==> src/rtl/fir_outfmt_decim.sv <==
// fir_outfmt_decim: decimates the FIR result stream, rounds half-to-even,
// saturates to OW bits and buffers results in a 2-entry FWFT output FIFO.
module fir_outfmt_decim #(
    parameter int IW    = 31,
    parameter int OW    = 16,
    parameter int SHIFT = 8,
    parameter int DECIM = 4
) (
    input  logic          i_clk,
    input  logic          i_reset,
    input  logic          i_ce,
    input  logic [IW-1:0] i_data,
    output logic          o_valid,
    input  logic          i_ready,
    output logic [OW-1:0] o_data,
    output logic          o_sat,
    output logic          o_drop
);
    localparam int CW = (DECIM > 1) ? $clog2(DECIM) : 1;
    localparam int RW = IW + 1 - SHIFT;  // width of the rounded value
    localparam logic [CW-1:0] CNT_LAST = CW'(DECIM - 1);
    localparam logic [IW:0] HALF_M1 = (IW+1)'((2 ** (SHIFT - 1)) - 1);
    localparam logic signed [RW-1:0] SAT_HI = {{(RW-OW+1){1'b0}}, {(OW-1){1'b1}}};
    localparam logic signed [RW-1:0] SAT_LO = {{(RW-OW+1){1'b1}}, {(OW-1){1'b0}}};

    typedef struct packed {
        logic          sat;
        logic [OW-1:0] data;
    } ent_t;

    logic [CW-1:0]        dcnt_q;
    logic                 keep;
    logic [1:0]           vld_pipe_q;   // [0]=stage 1, [1]=stage 2
    logic signed [IW:0]   sum;
    logic signed [RW-1:0] rnd;
    logic signed [RW-1:0] r_q;
    ent_t                 s2_q;
    ent_t                 s2_d;
    ent_t                 head_q, head_d;
    ent_t                 tail_q, tail_d;
    logic [1:0]           fcnt_q, fcnt_d;
    logic                 pop;
    logic                 push;

    assign keep = i_ce && (dcnt_q == '0);

    // Decimation phase: advances on every input strobe, wraps at DECIM-1.
    always_ff @(posedge i_clk or posedge i_reset) begin
        if (i_reset)
            dcnt_q <= '0;
        else if (i_ce)
            dcnt_q <= (dcnt_q == CNT_LAST) ? '0 : dcnt_q + 1'b1;
    end

    // Convergent rounding: bias by half-minus-one plus the LSB that survives,
    // one guard bit keeps the add from overflowing.
    assign sum = $signed({i_data[IW-1], i_data}) + $signed(HALF_M1)
               + $signed({{IW{1'b0}}, i_data[SHIFT]});
    assign rnd = RW'(sum >>> SHIFT);

    // Saturate the rounded value to the output word.
    always_comb begin
        s2_d.sat  = 1'b0;
        s2_d.data = OW'(r_q);
        if (r_q > SAT_HI) begin
            s2_d.sat  = 1'b1;
            s2_d.data = OW'(SAT_HI);
        end else if (r_q < SAT_LO) begin
            s2_d.sat  = 1'b1;
            s2_d.data = OW'(SAT_LO);
        end
    end

    // Two pipeline stages; valid bits shift along, data only loads when valid.
    always_ff @(posedge i_clk or posedge i_reset) begin
        if (i_reset) begin
            vld_pipe_q <= '0;
            r_q        <= '0;
            s2_q       <= '0;
        end else begin
            vld_pipe_q <= {vld_pipe_q[0], keep};
            if (keep)
                r_q <= rnd;
            if (vld_pipe_q[0])
                s2_q <= s2_d;
        end
    end

    assign pop    = (fcnt_q != 2'd0) && i_ready;
    assign push   = vld_pipe_q[1] && ((fcnt_q != 2'd2) || pop);
    assign o_drop = vld_pipe_q[1] && (fcnt_q == 2'd2) && !pop;

    // FIFO next state: head is the output register, tail is the second slot.
    // The head is only overwritten by a new entry, so outputs hold when empty.
    always_comb begin
        head_d = head_q;
        tail_d = tail_q;
        fcnt_d = fcnt_q;
        case ({push, pop})
            2'b11: begin
                if (fcnt_q == 2'd2) begin
                    head_d = tail_q;
                    tail_d = s2_q;
                end else begin
                    head_d = s2_q;
                end
            end
            2'b10: begin
                if (fcnt_q == 2'd0)
                    head_d = s2_q;
                else
                    tail_d = s2_q;
                fcnt_d = fcnt_q + 2'd1;
            end
            2'b01: begin
                if (fcnt_q == 2'd2)
                    head_d = tail_q;
                fcnt_d = fcnt_q - 2'd1;
            end
            default: ;
        endcase
    end

    // FIFO state register.
    always_ff @(posedge i_clk or posedge i_reset) begin
        if (i_reset) begin
            head_q <= '0;
            tail_q <= '0;
            fcnt_q <= '0;
        end else begin
            head_q <= head_d;
            tail_q <= tail_d;
            fcnt_q <= fcnt_d;
        end
    end

    assign o_valid = (fcnt_q != 2'd0);
    assign o_data  = head_q.data;
    assign o_sat   = head_q.sat;
endmodule

==> config.mk <==
export PLATFORM = sky130hd
export DESIGN_NAME = fir_outfmt_decim
export DESIGN_NICKNAME = d
export VERILOG_FILES = /design/src/rtl/fir_outfmt_decim.sv
export SDC_FILE = /design/constraint.sdc
export NUM_CORES = 1
export LEC_CHECK = 0
export ABC_AREA = 0
export CAP_MARGIN = 5
export CORE_UTILIZATION = 54
export CTS_BUF_LIST = sky130_fd_sc_hd__clkbuf_16
export DETAILED_ROUTE_END_ITERATION = 7
export PLACE_DENSITY = 0.79
export SLEW_MARGIN = 20
export SYNTH_ARGS = -nofsm -noshare
export SYNTH_HDL_FRONTEND = slang
export SYNTH_SLANG_ARGS = --single-unit
==> constraint.sdc <==
create_clock -name i_clk -period 3 [get_ports i_clk]
set_clock_uncertainty 0.15 [all_clocks]
set_input_delay 0.3 -clock i_clk [delete_from_list [all_inputs] [get_ports i_clk]]
set_output_delay 0.3 -clock i_clk [all_outputs]
set_load 0.05 [all_outputs]
==> results.py <==
metrics = {
    "outcome": {
        "status": "finished, final reports clean",
    },
    "floorplanning": {
        "num_rows": 30,
        "core-area_sq_mm": 0.00683,
        "dieArea_sq_mm": 0.00743,
        "dieHeight_um": 86.2,
        "die_w_um": 86.2,
        "initial_core_util": 0.561,
        "io_pins": 54,
    },
    "synthesis": {
        "async_reset_ff_frac": 1.00,
        "yosys_warnings": 0,
        "synth_cells": 374,
        "syn_area_per_cell_sq_um": 10.2,
        "syn_nets": 411,
        "ys_seq_area_frac": 0.529,
        "synth_area_sq_mm": 0.00383,
        "synth_cell_types": 39,
        "yosys_register_bits": 81,
        "synth_edf_count": 0,
        "synth_ff_type": "dfrtp_1",
    },
    "sta": {
        "setup_tns_ns": 0,
        "clock.fmax_mhz": 409,
        "slew_violations": 0,
        "finalCritPeriodShare": 0.814,
        "relSlewSlack": 0.331,
        "worst_hold_slack_ns": 0.255,
        "rsz0062_at_grt": "false",
        "fin_crit_ns": 2.44,
        "worst_slack_ns": 0.558,
        "hold_violations": 0,
        "finalSetupViolCount": 0,
        "worst_pin_slew_ns": 0.997,
    },
    "global_routing": {
        "grt_pass1_wl_um": 12000,
        "gr-usage-all-layers": 0.207,
        "antenna_found_initial": 0,
        "overflow": 0,
        "grt_max_degree": 36,
        "grt_pass1_vias": 2582,
    },
    "worst_setup_path": {
        "cp.required_ns": 2.55,
        "critical_path_class": "in2out",
        "cp.arrival_ns": 1.99,
        "endpoint_kind": "output pin",
        "worst-path-max-fanout": 6,
        "start_kind": "primary input",
    },
    "power_and_ir_drop": {
        "switching_share": 0.393,
        "intPower_mw": 2.88,
        "p_comb_frac": 0.375,
        "ir_worst_vdd_uv": 304,
        "clkPwrFrac": 0.212,
        "p_leak_nw": 2.05,
        "switchingPower_mw": 1.86,
        "finalPower_mw": 4.74,
        "powerDensity_mw_per_mm2": 1000,
        "seqPwrFrac": 0.413,
    },
    "drt": {
        "detail-route-antenna-nets": 0,
        "via_per_inst": 5.37,
        "wirelength_um": 6970,
        "drt_iter0_drc": 48,
        "wl_per_cell_um": 13.3,
        "drc_errors": 0,
        "drt_first_pass_iters": 4,
        "via_count": 2813,
    },
    "clock_tree": {
        "cts_resized": 0,
        "clock_path_buffers": 2,
        "root_buffer": "clkbuf_16",
        "htree_levels": 3,
        "cts_tree": "built",
        "cts_setup_buffers": 0,
        "cts.hold.buffers_added": 0,
        "cts_buffers": 9,
        "clock_latency_ns": 0.33,
        "clk_pin_slew_worst_paths_ns": 0.06,
        "cts_sinks": 81,
    },
    "layout": {
        "fin_nets": 460,
        "area_delta_synth_final_pct": 23.7,
        "fill_cells": 551,
        "design_area_sq_mm": 0.00474,
        "final_cell_mix": "81 x dfrtp_1, 53 x clkdlybuf4s50_1, 36 x o21ai_0",
        "diodes": 0,
        "layout-drive-gt1-share": 0.110,
        "mostFrequentLayoutCell": "dfrtp_1",
        "post-route-util": 0.693,
        "final_cells": 524,
    },
    "place": {
        "placed_area_sq_mm": 0.00446,
        "dp_slack_ns": 0.365,
        "port_buffers": 53,
        "place_congestion": 0.745,
        "dp.cells": 508,
        "dp_hpwl_um": 4960,
    },
    "run": {
        "max_cap_viol_count": 0,
    },
    "worst_hold_path": {
        "min-delay-path-class": "in2async",
    },
}
==> cells by family after synthesis <==
group	share of synthesized area
AOI/OAI and AO/OA	0.139
xor gates and xnor gates	0.0274
adders and majority gates	0.00653
buffers and inverters	0.0451
DFF	0.529
muxes	0.112
and+or+nand+nor	0.141
==> sequential cells by signal, indices dropped and copies added, names as in the netlist <==
signal	flops
dcnt_q	2
fcnt_q	2
o_data	16
o_sat	1
r_q	24
s2_q	17
tail_q	17
vld_pipe_q	2
==> path summary, 6_finish.rpt <==
| kind | start | end | slack (ns) | cells past startpoint |
|---|---|---|---|---|
| min | i_reset | dcnt_q[0] | 0.26 | 2 |
| min in group i_clk | r_q[3] | r_q[3] | 0.33 | 2 |
| min reg2reg | r_q[3] | r_q[3] | 0.33 | 2 |
| max | i_ready | o_drop | 0.56 | 4 |
| max in group asynchronous | i_reset | tail_q[0] | 1.77 | 3 |
| max reg2reg | fcnt_q[0] | tail_q[11] | 1.09 | 3 |
==> worst max-delay path, stage by stage <==
cell and delay [ns]:
clkdlybuf4s50_1 0.49, nor2b_1 0.22, and3b_1 0.18, clkdlybuf4s50_1 0.79
==> routing by layer <==
layer	part of all wire	vias to the layer above	GRT usage	wire length, um
li1	-	1452	-	-
met5	0	-	0	0
met2	0.49	62	0.329	3400
met4	0.0052	0	0.0773	36
met1	0.47	1297	0.283	3310
met3	0.033	2	0.0419	228
==> cells in the mapped netlist (all sizes together), types with 2 or more instances <==
cell	n	area, sq um
dfrtp	81	2030
nor3	2	10.0
nand2	26	97.6
xnor2	6	52.6
nor4	5	31.3
buf	5	26.3
nor2	28	105
mux2	19	214
or3	3	18.8
nand3	8	40.0
nand4	9	71.3
and4	2	17.5
and3	4	25.0
o21ai	38	190
clkbuf	16	60.1
o211ai	16	120
nor2b	2	12.5
inv	23	86.3
a21oi	20	100
o31ai	5	37.5
mux2i	21	214
xor2	6	52.6
nand3b	4	30.0
a31oi	9	56.3
ha	2	25.0
or4	6	45.0
==> final cells by class <==
| class | count | area (sq um) | area share |
|---|---|---|---|
| repair buffers | 59 | 588 | 0.124 |
| flip-flops and latches | 81 | 2030 | 0.428 |
| clock buffers | 9 | 225 | 0.0476 |
| multi-input cells | 249 | 1630 | 0.345 |
| clock inverters | 7 | 55.1 | 0.0116 |
| inverters | 23 | 86.3 | 0.0182 |
| well taps | 96 | 120 | 0.0254 |
==> power by group through the flow <==
stage	sequential [mW]	clock (mW)	combinational, mW
after global routing	2.03	1.08	1.96
after floorplan	2.25	0	0.931
after global placement	1.94	0	1.72
after CTS	1.96	1.03	1.79
after detailed placement	1.98	0	1.77
final	1.96	1.01	1.77
No activity file was read; power rests on OpenSTA's default activity.
